**src/rtl/fetch_pipe_unit.sv**
```systemverilog
// Purpose : IF stage: program counter, IF/ID pipeline register, stall/flush event counters.
// Latency : 1 cycle (instr_i sampled at edge N is visible on instr_IFID_o after edge N).
// Backpr. : PCWrite_i / WritePipeReg_IFID_i hold PC / IF/ID; a redirect or flush overrides a hold.
// Ports   : clk_i, rst_i (sync, active-low); hazard controls PCWrite_i, WritePipeReg_IFID_i,
//           Flush_IFID_i, PCSrc_select_i + branch_target_i; instr_i (imem data for pc_o);
//           outputs pc_o, IF/ID {pc_plus4, instr, valid}, stall_cnt_o, flush_cnt_o (all registered).
module fetch_pipe_unit #(
  parameter logic [31:0] RESET_PC = 32'h0000_0000,
  parameter int          CNT_W    = 16
) (
  input  logic             clk_i,
  input  logic             rst_i,
  input  logic             PCWrite_i,
  input  logic             WritePipeReg_IFID_i,
  input  logic             Flush_IFID_i,
  input  logic             PCSrc_select_i,
  input  logic [31:0]      branch_target_i,
  input  logic [31:0]      instr_i,
  output logic [31:0]      pc_o,
  output logic [31:0]      pc_plus4_IFID_o,
  output logic [31:0]      instr_IFID_o,
  output logic             valid_IFID_o,
  output logic [CNT_W-1:0] stall_cnt_o,
  output logic [CNT_W-1:0] flush_cnt_o
);

  localparam logic [CNT_W-1:0] CNT_MAX = {CNT_W{1'b1}};

  logic [31:0]      pc_q, pc_d;
  logic [31:0]      pc_plus4_q, pc_plus4_d;
  logic [31:0]      instr_q, instr_d;
  logic             valid_q, valid_d;
  logic [CNT_W-1:0] stall_cnt_q, stall_cnt_d;
  logic [CNT_W-1:0] flush_cnt_q, flush_cnt_d;

  logic [31:0] pc_inc;
  logic        flush_evt;
  logic        stall_evt;

  // Natural 32-bit addition wraps 0xFFFF_FFFC -> 0x0.
  assign pc_inc    = pc_q + 32'd4;
  // A redirect squashes the instruction fetched down the wrong path, so it counts as a flush.
  assign flush_evt = Flush_IFID_i | PCSrc_select_i;
  assign stall_evt = ~WritePipeReg_IFID_i & ~flush_evt;

  always_comb begin
    pc_d = pc_q;
    if (PCSrc_select_i) begin
      pc_d = {branch_target_i[31:2], 2'b00};
    end else if (PCWrite_i) begin
      pc_d = pc_inc;
    end
  end

  always_comb begin
    instr_d    = instr_q;
    pc_plus4_d = pc_plus4_q;
    valid_d    = valid_q;
    if (flush_evt) begin
      instr_d    = 32'h0;
      pc_plus4_d = 32'h0;
      valid_d    = 1'b0;
    end else if (WritePipeReg_IFID_i) begin
      instr_d    = instr_i;
      pc_plus4_d = pc_inc;
      valid_d    = 1'b1;
    end
  end

  // Saturating event counters; they stay pinned at all-ones until reset.
  always_comb begin
    stall_cnt_d = stall_cnt_q;
    flush_cnt_d = flush_cnt_q;
    if (stall_evt && (stall_cnt_q != CNT_MAX)) begin
      stall_cnt_d = stall_cnt_q + 1'b1;
    end
    if (flush_evt && (flush_cnt_q != CNT_MAX)) begin
      flush_cnt_d = flush_cnt_q + 1'b1;
    end
  end

  always_ff @(posedge clk_i) begin
    if (!rst_i) begin
      pc_q        <= RESET_PC;
      pc_plus4_q  <= 32'h0;
      instr_q     <= 32'h0;
      valid_q     <= 1'b0;
      stall_cnt_q <= '0;
      flush_cnt_q <= '0;
    end else begin
      pc_q        <= pc_d;
      pc_plus4_q  <= pc_plus4_d;
      instr_q     <= instr_d;
      valid_q     <= valid_d;
      stall_cnt_q <= stall_cnt_d;
      flush_cnt_q <= flush_cnt_d;
    end
  end

  assign pc_o            = pc_q;
  assign pc_plus4_IFID_o = pc_plus4_q;
  assign instr_IFID_o    = instr_q;
  assign valid_IFID_o    = valid_q;
  assign stall_cnt_o     = stall_cnt_q;
  assign flush_cnt_o     = flush_cnt_q;

endmodule

```
**config.mk**
```make
export PLATFORM = sky130hd
export DESIGN_NAME = fetch_pipe_unit
export DESIGN_NICKNAME = d
export VERILOG_FILES = /design/src/rtl/fetch_pipe_unit.sv
export SDC_FILE = /design/constraint.sdc
export NUM_CORES = 1
export LEC_CHECK = 0
export ABC_AREA = 1
export CORE_MARGIN = 1
export CORE_UTILIZATION = 50
export DETAILED_ROUTE_END_ITERATION = 8
export PLACE_DENSITY = 0.86
export SYNTH_ARGS = -nofsm -noshare
export SYNTH_HDL_FRONTEND = slang
export SYNTH_SLANG_ARGS = --single-unit
```
**constraint.sdc**
```tcl
create_clock -name clk_i -period 3.3 [get_ports clk_i]
set_input_delay 0.66 -clock clk_i [delete_from_list [all_inputs] [get_ports clk_i]]
set_output_delay 0.66 -clock clk_i [all_outputs]
set_load 0.005 [all_outputs]
```
==> out/qor.yml, run 1 <==
status: "finished clean"
cts_buffers: 17
drive_above_1_share: 0.0647
drv_cap: 0
cpLargestDelayFamily: "buffers and inverters"
setup_violations: 0
critical_path_arrival_ns: 2.57
place_congestion: 0.914
cts.path.max_buffers: 2
fin_ws_ns: 1.04
endpoint_kind: "register"
pre_cts_slack_ns: 0.635
synth-edff-count: 0
antenna_found_initial: 1
syn_area_per_cell_sq_um: 6.75
fmax_ghz: 0.443
synth_area_leaders: "dfxtp_1 (41%), nand2_1 (17%), nor2_1 (7.0%)"
vias: 6518
leakagePower_nw: 3.39
final_core_util: 0.727
ir_drop_mv: 0.340
grt_pass1_vias: 5983
drcViolationCount: 0
syn_area_sq_um: 6120
required_ns: 3.61
die_h_um: 113
postCtsSetupBuffers: 0
slowest_stage: "inv_2"
viasPerCell: 5.24
period_needed_ns: 2.26
post_dp_cell_area_sq_um: 8100
synth.top_cell.area_share: 0.409
mostFrequentLayoutCells: "nand2_1 (283), clkdlybuf4s50_1 (191), dfxtp_1 (125)"
critPathMaxStageDelay_ns: 0.73
crit_chain: "clkdlybuf4s50_1 > nor2_1 > inv_1 > nor2_4 > inv_2 > nor2_1 > o21ai_0 > inv_1"
area_growth_syn_to_layout_pct: 42.0
root_buffer: "clkbuf_16"
min_path_type: "register to register"
hold_violations: 0
fin_crit_sh: 0.684
synth_warnings: 0
nNetsFinal: 1158
layout_commonest_cell: "nand2_1"
path_class: "input pin to register"
syn_inst: 907
tightest_slew_ns: 1.01
cp_max_fo: 58
maxSlewViolCount: 0
synth_top_area_cell: "dfxtp_1"
post_cts_resized: 0
crit_buf_inv: 4
cp-start-kind: "input pin"
grt_pass1_wl_um: 28700
synth_seq_cells: 125
fin_tns_setup_ns: 0
htree_levels: 4
ys_seq_area_frac: 0.409
io_pins: 199
numPortBuffers: 192
fp-row-count: 40
grt_overflow: 0
finalWirelength_um: 17800
grt_max_degree: 68
hold_buffers: 0
core_area_sq_um: 12000
p_per_area_nw_per_um2: 441
clkLatencyLatePin_ns: 0.42
die-area_sq_um: 12700
fin_area_sq_um: 8700
gr-usage-all-layers: 0.285
synth_ff_type: "dfxtp_1"
die_w_um: 113
maxSlewHeadroom: 0.324
async_flop_share: 0
ant_nets: 0
clock_sinks: 125
clkSlewWorstSetupHoldPaths_ns: 0.06
cts_tree: "yes"
drt-initial-drc-count: 542
start_util: 0.512
firstDrtPassIters: 5
rsz0062_at_grt: "false"
ys_types: 32
avgRoutedWirePerCell_um: 14.3
fin_skew_ns: 0.00995
dp_hpwl_um: 12100
[per-layer routing]
metal  vias up  global-route usage  wire length (um)
li1       3231                   -                 -
met1      2991               0.349              7500
met2       250               0.465              8330
met3        46              0.0691              1270
met4         0               0.148               692
met5         -                   0                 0
[cell families after synthesis]
family,count (synthesis),share of synthesized area
other,1,0.000612
adders and majority gates,3,0.00613
buffers and inverters,125,0.0827
AOI/OAI and AO/OA,152,0.143
and+or+nand+nor,472,0.318
DFF,125,0.409
xor gates and xnor gates,29,0.0415
[registers in the layout (all words and copies together) (netlist names)]
register / cells
instr_IFID_o: 32
pc_o: 30
pc_plus4_IFID_o: 30
flush_cnt_o: 16
stall_cnt_o: 16
valid_IFID_o: 1
[final timing paths]
kind / to / from / slack [ns] / cells after the start
setup / recovery: pc_plus4_IFID_o[17] / PCSrc_select_i / 1.04 / 8
setup reg to reg: flush_cnt_o[15] / flush_cnt_o[1] / 1.30 / 8
hold / removal: instr_IFID_o[31] / instr_IFID_o[31] / 0.46 / 2
hold reg to reg: instr_IFID_o[31] / instr_IFID_o[31] / 0.46 / 2
[synthesized netlist by cell type, types with 2 or more instances]
cell type / number
a21o_1: 2
buf_2: 9
dfxtp_1: 125
nor3_2: 2
clkbuf_1: 24
nor2_4: 7
nor2_2: 6
a22oi_1: 22
buf_1: 5
o21ai_0: 40
xor2_1: 20
nor3_1: 16
nand4_1: 5
a31oi_1: 6
a21oi_2: 9
a21oi_1: 72
nor2_1: 115
nand2_1: 283
and2_1: 2
inv_1: 79
ha_1: 3
nand3_1: 29
buf_4: 5
nand3b_1: 3
nand2_2: 3
xnor2_1: 9
[area by class of cell]
cell class	count	area, sq um
clock inverters	9	110
inverters	81	304
multi-input cells	660	3130
flip-flops and latches	125	2500
fillers	946	3270
diodes	1	2.50
repair buffers	200	1980
well taps	147	184
clock buffers	22	484
[tightest hold or removal path, stage by stage (launching register included)]
cell and delay (ns):
dfxtp_1 0.30, nand2_1 0.06, a21oi_1 0.05
[where the power goes]
part           internal, mW  switching (mW)  total, mW
sequential             1.55          0.0452       1.60
clock                  1.19           0.678       1.86
combinational         0.196           0.178      0.374
total                  2.93           0.901       3.84
[per-stage QoR]
stage,hold WS [ns],cells,power (mW)
after floorplan,0.457,910,1.79
after global placement,0.447,1213,1.99
after detailed placement,0.452,1213,2.00
after CTS,0.460,1244,3.85
after global routing,0.479,1245,3.97
final,0.458,1245,3.84
Power figures use the tool's default switching activity.
==> run 2, diff against run 1 <==
--- a/config.mk
+++ b/config.mk
@@ -7,9 +7,9 @@
 export LEC_CHECK = 0
 export ABC_AREA = 1
 export CORE_MARGIN = 1
-export CORE_UTILIZATION = 50
+export CORE_UTILIZATION = 42
 export DETAILED_ROUTE_END_ITERATION = 8
-export PLACE_DENSITY = 0.86
+export PLACE_DENSITY = 0.77
 export SYNTH_ARGS = -nofsm -noshare
 export SYNTH_HDL_FRONTEND = slang
 export SYNTH_SLANG_ARGS = --single-unit
==> constraint.sdc (replaced) <==
create_clock -name clk_i -period 1.8 [get_ports clk_i]
set_input_delay 0.36 -clock clk_i [delete_from_list [all_inputs] [get_ports clk_i]]
set_output_delay 0.36 -clock clk_i [all_outputs]
set_load 0.005 [all_outputs]
==> run 2 against run 1 <==
- sequential share of layout area shrank 1.0 points
- final cell count increased by 4.7%
- largest cell class unchanged
- register-to-register slack got worse by 1.2 ns
- critical endpoint is now pc_o[12]
- global-route usage fell by 4.6 points
- first-iteration DRC count is 24% lower
==> out/qor.yml, run 2 (synthesis gave the netlist of run 1 again) <==
fp-row-count: 43
grt_overflow: 0
critical_path_arrival_ns: 1.42
viasPerCell: 4.99
total_power_mw: 7.13
cts_tree: "yes"
cpLargestDelayFamily: "buffers and inverters"
clkLatencyLatePin_ns: 0.42
setup_violations: 0
drcViolationCount: 0
clkSlewWorstSetupHoldPaths_ns: 0.06
mostFrequentLayoutCells: "nand2_1 (283), clkdlybuf4s50_1 (191), nor2_1 (112)"
layout_commonest_cell: "nand2_1"
start_util: 0.436
nFillCells: 1216
nNetsFinal: 1184
cts_buffers: 17
drt-initial-drc-count: 412
place_congestion: 0.931
fmax_ghz: 0.563
largest_reg_flops: 32
status: "finished clean"
finalWirelength_um: 18500
maxSlewViolCount: 0
crit_buf_inv: 1
area_growth_syn_to_layout_pct: 48.5
drive_above_1_share: 0.109
cts.path.max_buffers: 2
slowest_stage: "clkdlybuf4s50_1"
critPathMaxStageDelay_ns: 0.55
fin_area_sq_um: 9090
vias: 6505
ff2ff_setup_slack_ns: 0.10
path_class: "register to output pin"
hold_buffers: 0
fin_crit_sh: 0.987
min_path_type: "input pin to register"
period_needed_ns: 1.78
worstRegToRegCells: 8
cp-start-kind: "register"
antenna_found_initial: 0
grt_pass1_vias: 5667
antenna_cells: 0
hold_violations: 0
die-area_sq_um: 15100
avgRoutedWirePerCell_um: 14.2
firstDrtPassIters: 5
numPortBuffers: 192
post_dp_cell_area_sq_um: 8390
die_h_um: 123
fin_skew_ns: 0.00569
r2r-start: "pc_o[2]"
drv_cap: 0
ant_nets: 0
root_buffer: "clkbuf_16"
die_w_um: 123
cp_max_fo: 5
crit_chain: "clkdlybuf4s50_1"
dp_hpwl_um: 12800
core_area_sq_um: 14000
io_pins: 199
startpoint: "pc_o[12]"
required_ns: 1.44
final_core_util: 0.648
p_per_area_nw_per_um2: 784
clock_sinks: 125
leakagePower_nw: 3.59
ir_drop_mv: 0.628
timing.rr.end: "pc_o[16]"
grt_pass1_wl_um: 28000
endpoint: "pc_o[12]"
critical_path_depth: 1
gr-usage-all-layers: 0.239
endpoint_kind: "output pin"
grt_max_degree: 68
htree_levels: 4
[run 2: changes by cell type in the layout (fill, tap and decap cells not counted), sizes merged]
cell    delta
diode      -1
clkinv     -1
clkbuf     -4
buf       +26
inv        +6
[run 2: metrics by stage]
| stage | worst slack [ns] | std cells | setup TNS (ns) | hold slack (ns) |
|---|---|---|---|---|
| floorplan | 0.254 | 910 | 0 | 0.457 |
| detailed placement | -0.0460 | 1266 | -0.0618 | 0.452 |
| CTS | 0.00393 | 1298 | 0 | 0.446 |
| global placement | 0.0308 | 1266 | 0 | 0.447 |
| finish | 0.0236 | 1304 | 0 | 0.459 |
| global route | -0.0138 | 1304 | -0.0446 | 0.470 |
[run 2: worst min-delay path: cells and delay by family]
| kind | cells | cell delay, ns |
|---|---|---|
| buf+inv | 3 | 0.29 |
| compound gates | 1 | 0.18 |
[run 2: timing repair]
action	4_1_cts	5_1_grt
setup buffers	0	6
endpoints found under the setup margin	2	65
gates cloned	0	0
gates resized for setup	2	24
pin swaps	0	4
hold endpoints to repair	0	0
[run 2: worst min path at each step]
stage	cells after the start	from	endpoint	slack, ns
floorplan	2	instr_IFID_o[27]	instr_IFID_o[27]	0.46
global placement	2	instr_IFID_o[31]	instr_IFID_o[31]	0.45
detailed placement	2	instr_IFID_o[10]	instr_IFID_o[10]	0.45
CTS	4	WritePipeReg_IFID_i	pc_plus4_IFID_o[14]	0.45
global route	4	WritePipeReg_IFID_i	pc_plus4_IFID_o[24]	0.47
finish	4	WritePipeReg_IFID_i	pc_plus4_IFID_o[14]	0.46
[run 2: where the power goes]
group	total [mW]	internal, mW	leakage (nW)	switching, mW
Clock	3.45	2.10	0.284	1.35
Combinational	0.755	0.408	2.28	0.347
Sequential	2.92	2.85	1.02	0.0770
Total	7.13	5.35	3.59	1.77
[run 2: per-layer routing]
layer / wire, um / share of wire / track usage
met5: 0 / 0 / 0
met4: 488 / 0.026 / 0.111
met1: 7870 / 0.43 / 0.298
met3: 1300 / 0.070 / 0.0623
met2: 8810 / 0.48 / 0.382
[run 2: final cells by class]
class / count / area [sq um] / area share
Multi-Input combinational cell: 660 / 3160 / 0.347
Sequential cell: 125 / 2530 / 0.278
Timing Repair Buffer: 226 / 2280 / 0.251
Clock buffer: 18 / 439 / 0.0483
Inverter: 81 / 304 / 0.0334
Tap cell: 180 / 225 / 0.0248
Clock inverter: 14 / 158 / 0.0173
==> run 3, diff against run 2 <==
--- a/config.mk
+++ b/config.mk
@@ -6,8 +6,10 @@
 export NUM_CORES = 1
 export LEC_CHECK = 0
 export ABC_AREA = 1
+export CORE_ASPECT_RATIO = 1.1
 export CORE_MARGIN = 1
 export CORE_UTILIZATION = 42
+export CTS_BUF_LIST = sky130_fd_sc_hd__clkbuf_16
 export DETAILED_ROUTE_END_ITERATION = 8
 export PLACE_DENSITY = 0.77
 export SYNTH_ARGS = -nofsm -noshare
==> run 3 against run 2 <==
- die area about the same
- hold slack about the same
- total power increased by 0.62%
- worst setup slack improved by 0.0037 ns
- via count decreased by 1.8%
- maximum frequency increased by 0.21%
- largest power group unchanged
==> out/qor.yml, run 3 (synthesis gave the netlist of run 1 again) <==
gr-usage-met2: 0.401
total_power_mw: 7.17
endpoint: "pc_o[27]"
worstRegToRegCells: 8
fin_crit_sh: 0.985
setup_violations: 0
grt.met3_usage: 0.0575
maxSlewViolCount: 0
gr-usage-all-layers: 0.247
drt-initial-drc-count: 480
cts_tree: "yes"
crit_buf_inv: 1
largest_reg_flops: 32
die-area_sq_um: 15100
finalWirelength_um: 17900
die_h_um: 129
dp_hpwl_um: 12800
use_met1: 0.306
drive_above_1_share: 0.0997
drv_cap: 0
numPortBuffers: 192
io_pins: 199
die_w_um: 117
p_per_area_nw_per_um2: 793
ff2ff_setup_slack_ns: 0.09
root_buffer: "clkbuf_16"
startpoint: "pc_o[27]"
ant_nets: 0
fmax_ghz: 0.564
ir_drop_mv: 0.673
status: "finished clean"
drcViolationCount: 0
start_util: 0.437
busiest_layer: "met2"
required_ns: 1.44
antenna_found_initial: 0
endpoint_kind: "output pin"
critPathMaxStageDelay_ns: 0.55
min_path_type: "register to register"
fin_skew_ns: 0.00592
vias: 6388
clkSlewWorstSetupHoldPaths_ns: 0.06
crit_chain: "clkdlybuf4s50_1"
critical_path_depth: 1
grt_pass1_vias: 5918
antenna_cells: 0
firstDrtPassIters: 5
period_needed_ns: 1.77
timing.rr.end: "pc_o[12]"
r2r-start: "pc_o[2]"
fp-row-count: 45
nNetsFinal: 1184
clock_sinks: 125
grt_max_degree: 50
area_growth_syn_to_layout_pct: 47.7
cts.path.max_buffers: 2
slowest_stage: "clkdlybuf4s50_1"
cts_buffers: 17
htree_levels: 4
stdcell_count: 1311
hold_violations: 0
grt_overflow: 0
critical_path_arrival_ns: 1.41
core_area_sq_um: 14000
mostFrequentLayoutCells: "nand2_1 (282), clkdlybuf4s50_1 (189), nor2_1 (113)"
avgRoutedWirePerCell_um: 13.6
nFillCells: 1227
grt_pass1_wl_um: 28900
cpLargestDelayFamily: "buffers and inverters"
place_congestion: 0.914
path_class: "register to output pin"
layout_commonest_cell: "nand2_1"
placedCellCount: 1277
cp_max_fo: 6
leakagePower_nw: 3.60
viasPerCell: 4.87
cp-start-kind: "register"
clkLatencyLatePin_ns: 0.42
-- run 3: changes by cell type in the layout (fill, tap and decap cells not counted), sizes merged --
cell / before / now
clkinv: 5 / 8
inv: 85 / 82
bufinv: 2 / 4
clkdlybuf4s50: 191 / 189
clkinvlp: 3 / 1
clkbuf: 18 / 17
dlygate4sd2: 0 / 1
dlymetal6s2s: 0 / 1
-- run 3: report_power, final --
group          total, mW  internal, mW  switching [mW]
Combinational      0.723         0.388           0.336
Sequential          2.93          2.85          0.0809
Clock               3.52          2.29            1.23
-- run 3: how the worst min path moves through the flow --
stage,start,to,depth (start not counted)
global placement,instr_IFID_o[30],instr_IFID_o[30],2
CTS,instr_IFID_o[30],instr_IFID_o[30],2
global route,instr_IFID_o[0],instr_IFID_o[0],2
finish,instr_IFID_o[29],instr_IFID_o[29],2
floorplan,instr_IFID_o[27],instr_IFID_o[27],2
detailed placement,instr_IFID_o[24],instr_IFID_o[24],2
-- run 3: metal layers --
metal,share of wire,wire length [um],vias to the layer above
met5,0,0,-
met4,0.033,590,0
met3,0.059,1050,38
met2,0.47,8390,201
met1,0.44,7860,2866
li1,-,-,3283
-- run 3: worst register-to-register path, cell delays in order, from the launching register on --
cell and delay, ns:
dfxtp_2 0.35, ha_2 0.19, nand2_1 0.09, nor2_4 0.21
nand2_4 0.12, nor2_4 0.22, xor2_1 0.23, nand2_1 0.08
a21oi_1 0.15
-- run 3: final cells by class --
type | count | area, sq um | area share
well taps | 188 | 235 | 0.0260
clock buffers | 17 | 425 | 0.0470
inverters | 81 | 304 | 0.0336
multi-input cells | 660 | 3160 | 0.349
clock inverters | 14 | 179 | 0.0198
flip-flops and latches | 125 | 2520 | 0.279
repair buffers | 226 | 2220 | 0.246
-- run 3: per-stage QoR --
stage	area, sq um	TNS, ns	hold slack (ns)	utilization	setup slack (ns)
final	9040	0	0.459	0.645	0.0273
after global routing	9040	-0.0295	0.474	0.645	-0.0150
after CTS	8980	0	0.460	0.640	0.00897
after detailed placement	8370	0	0.454	0.597	0.0134
after floorplan	6140	0	0.457	-	0.254
after global placement	8370	0	0.447	0.597	0.0327
-- run 3: timing repair --
item                                    in CTS  in global routing
buffers inserted                             0                  3
hold buffers                                 0                  0
resized for setup                            3                 21
hold endpoints to repair                     0                  0
endpoints found under the setup margin       3                 32
pin swaps                                    0                  3
cloned                                       0                  0
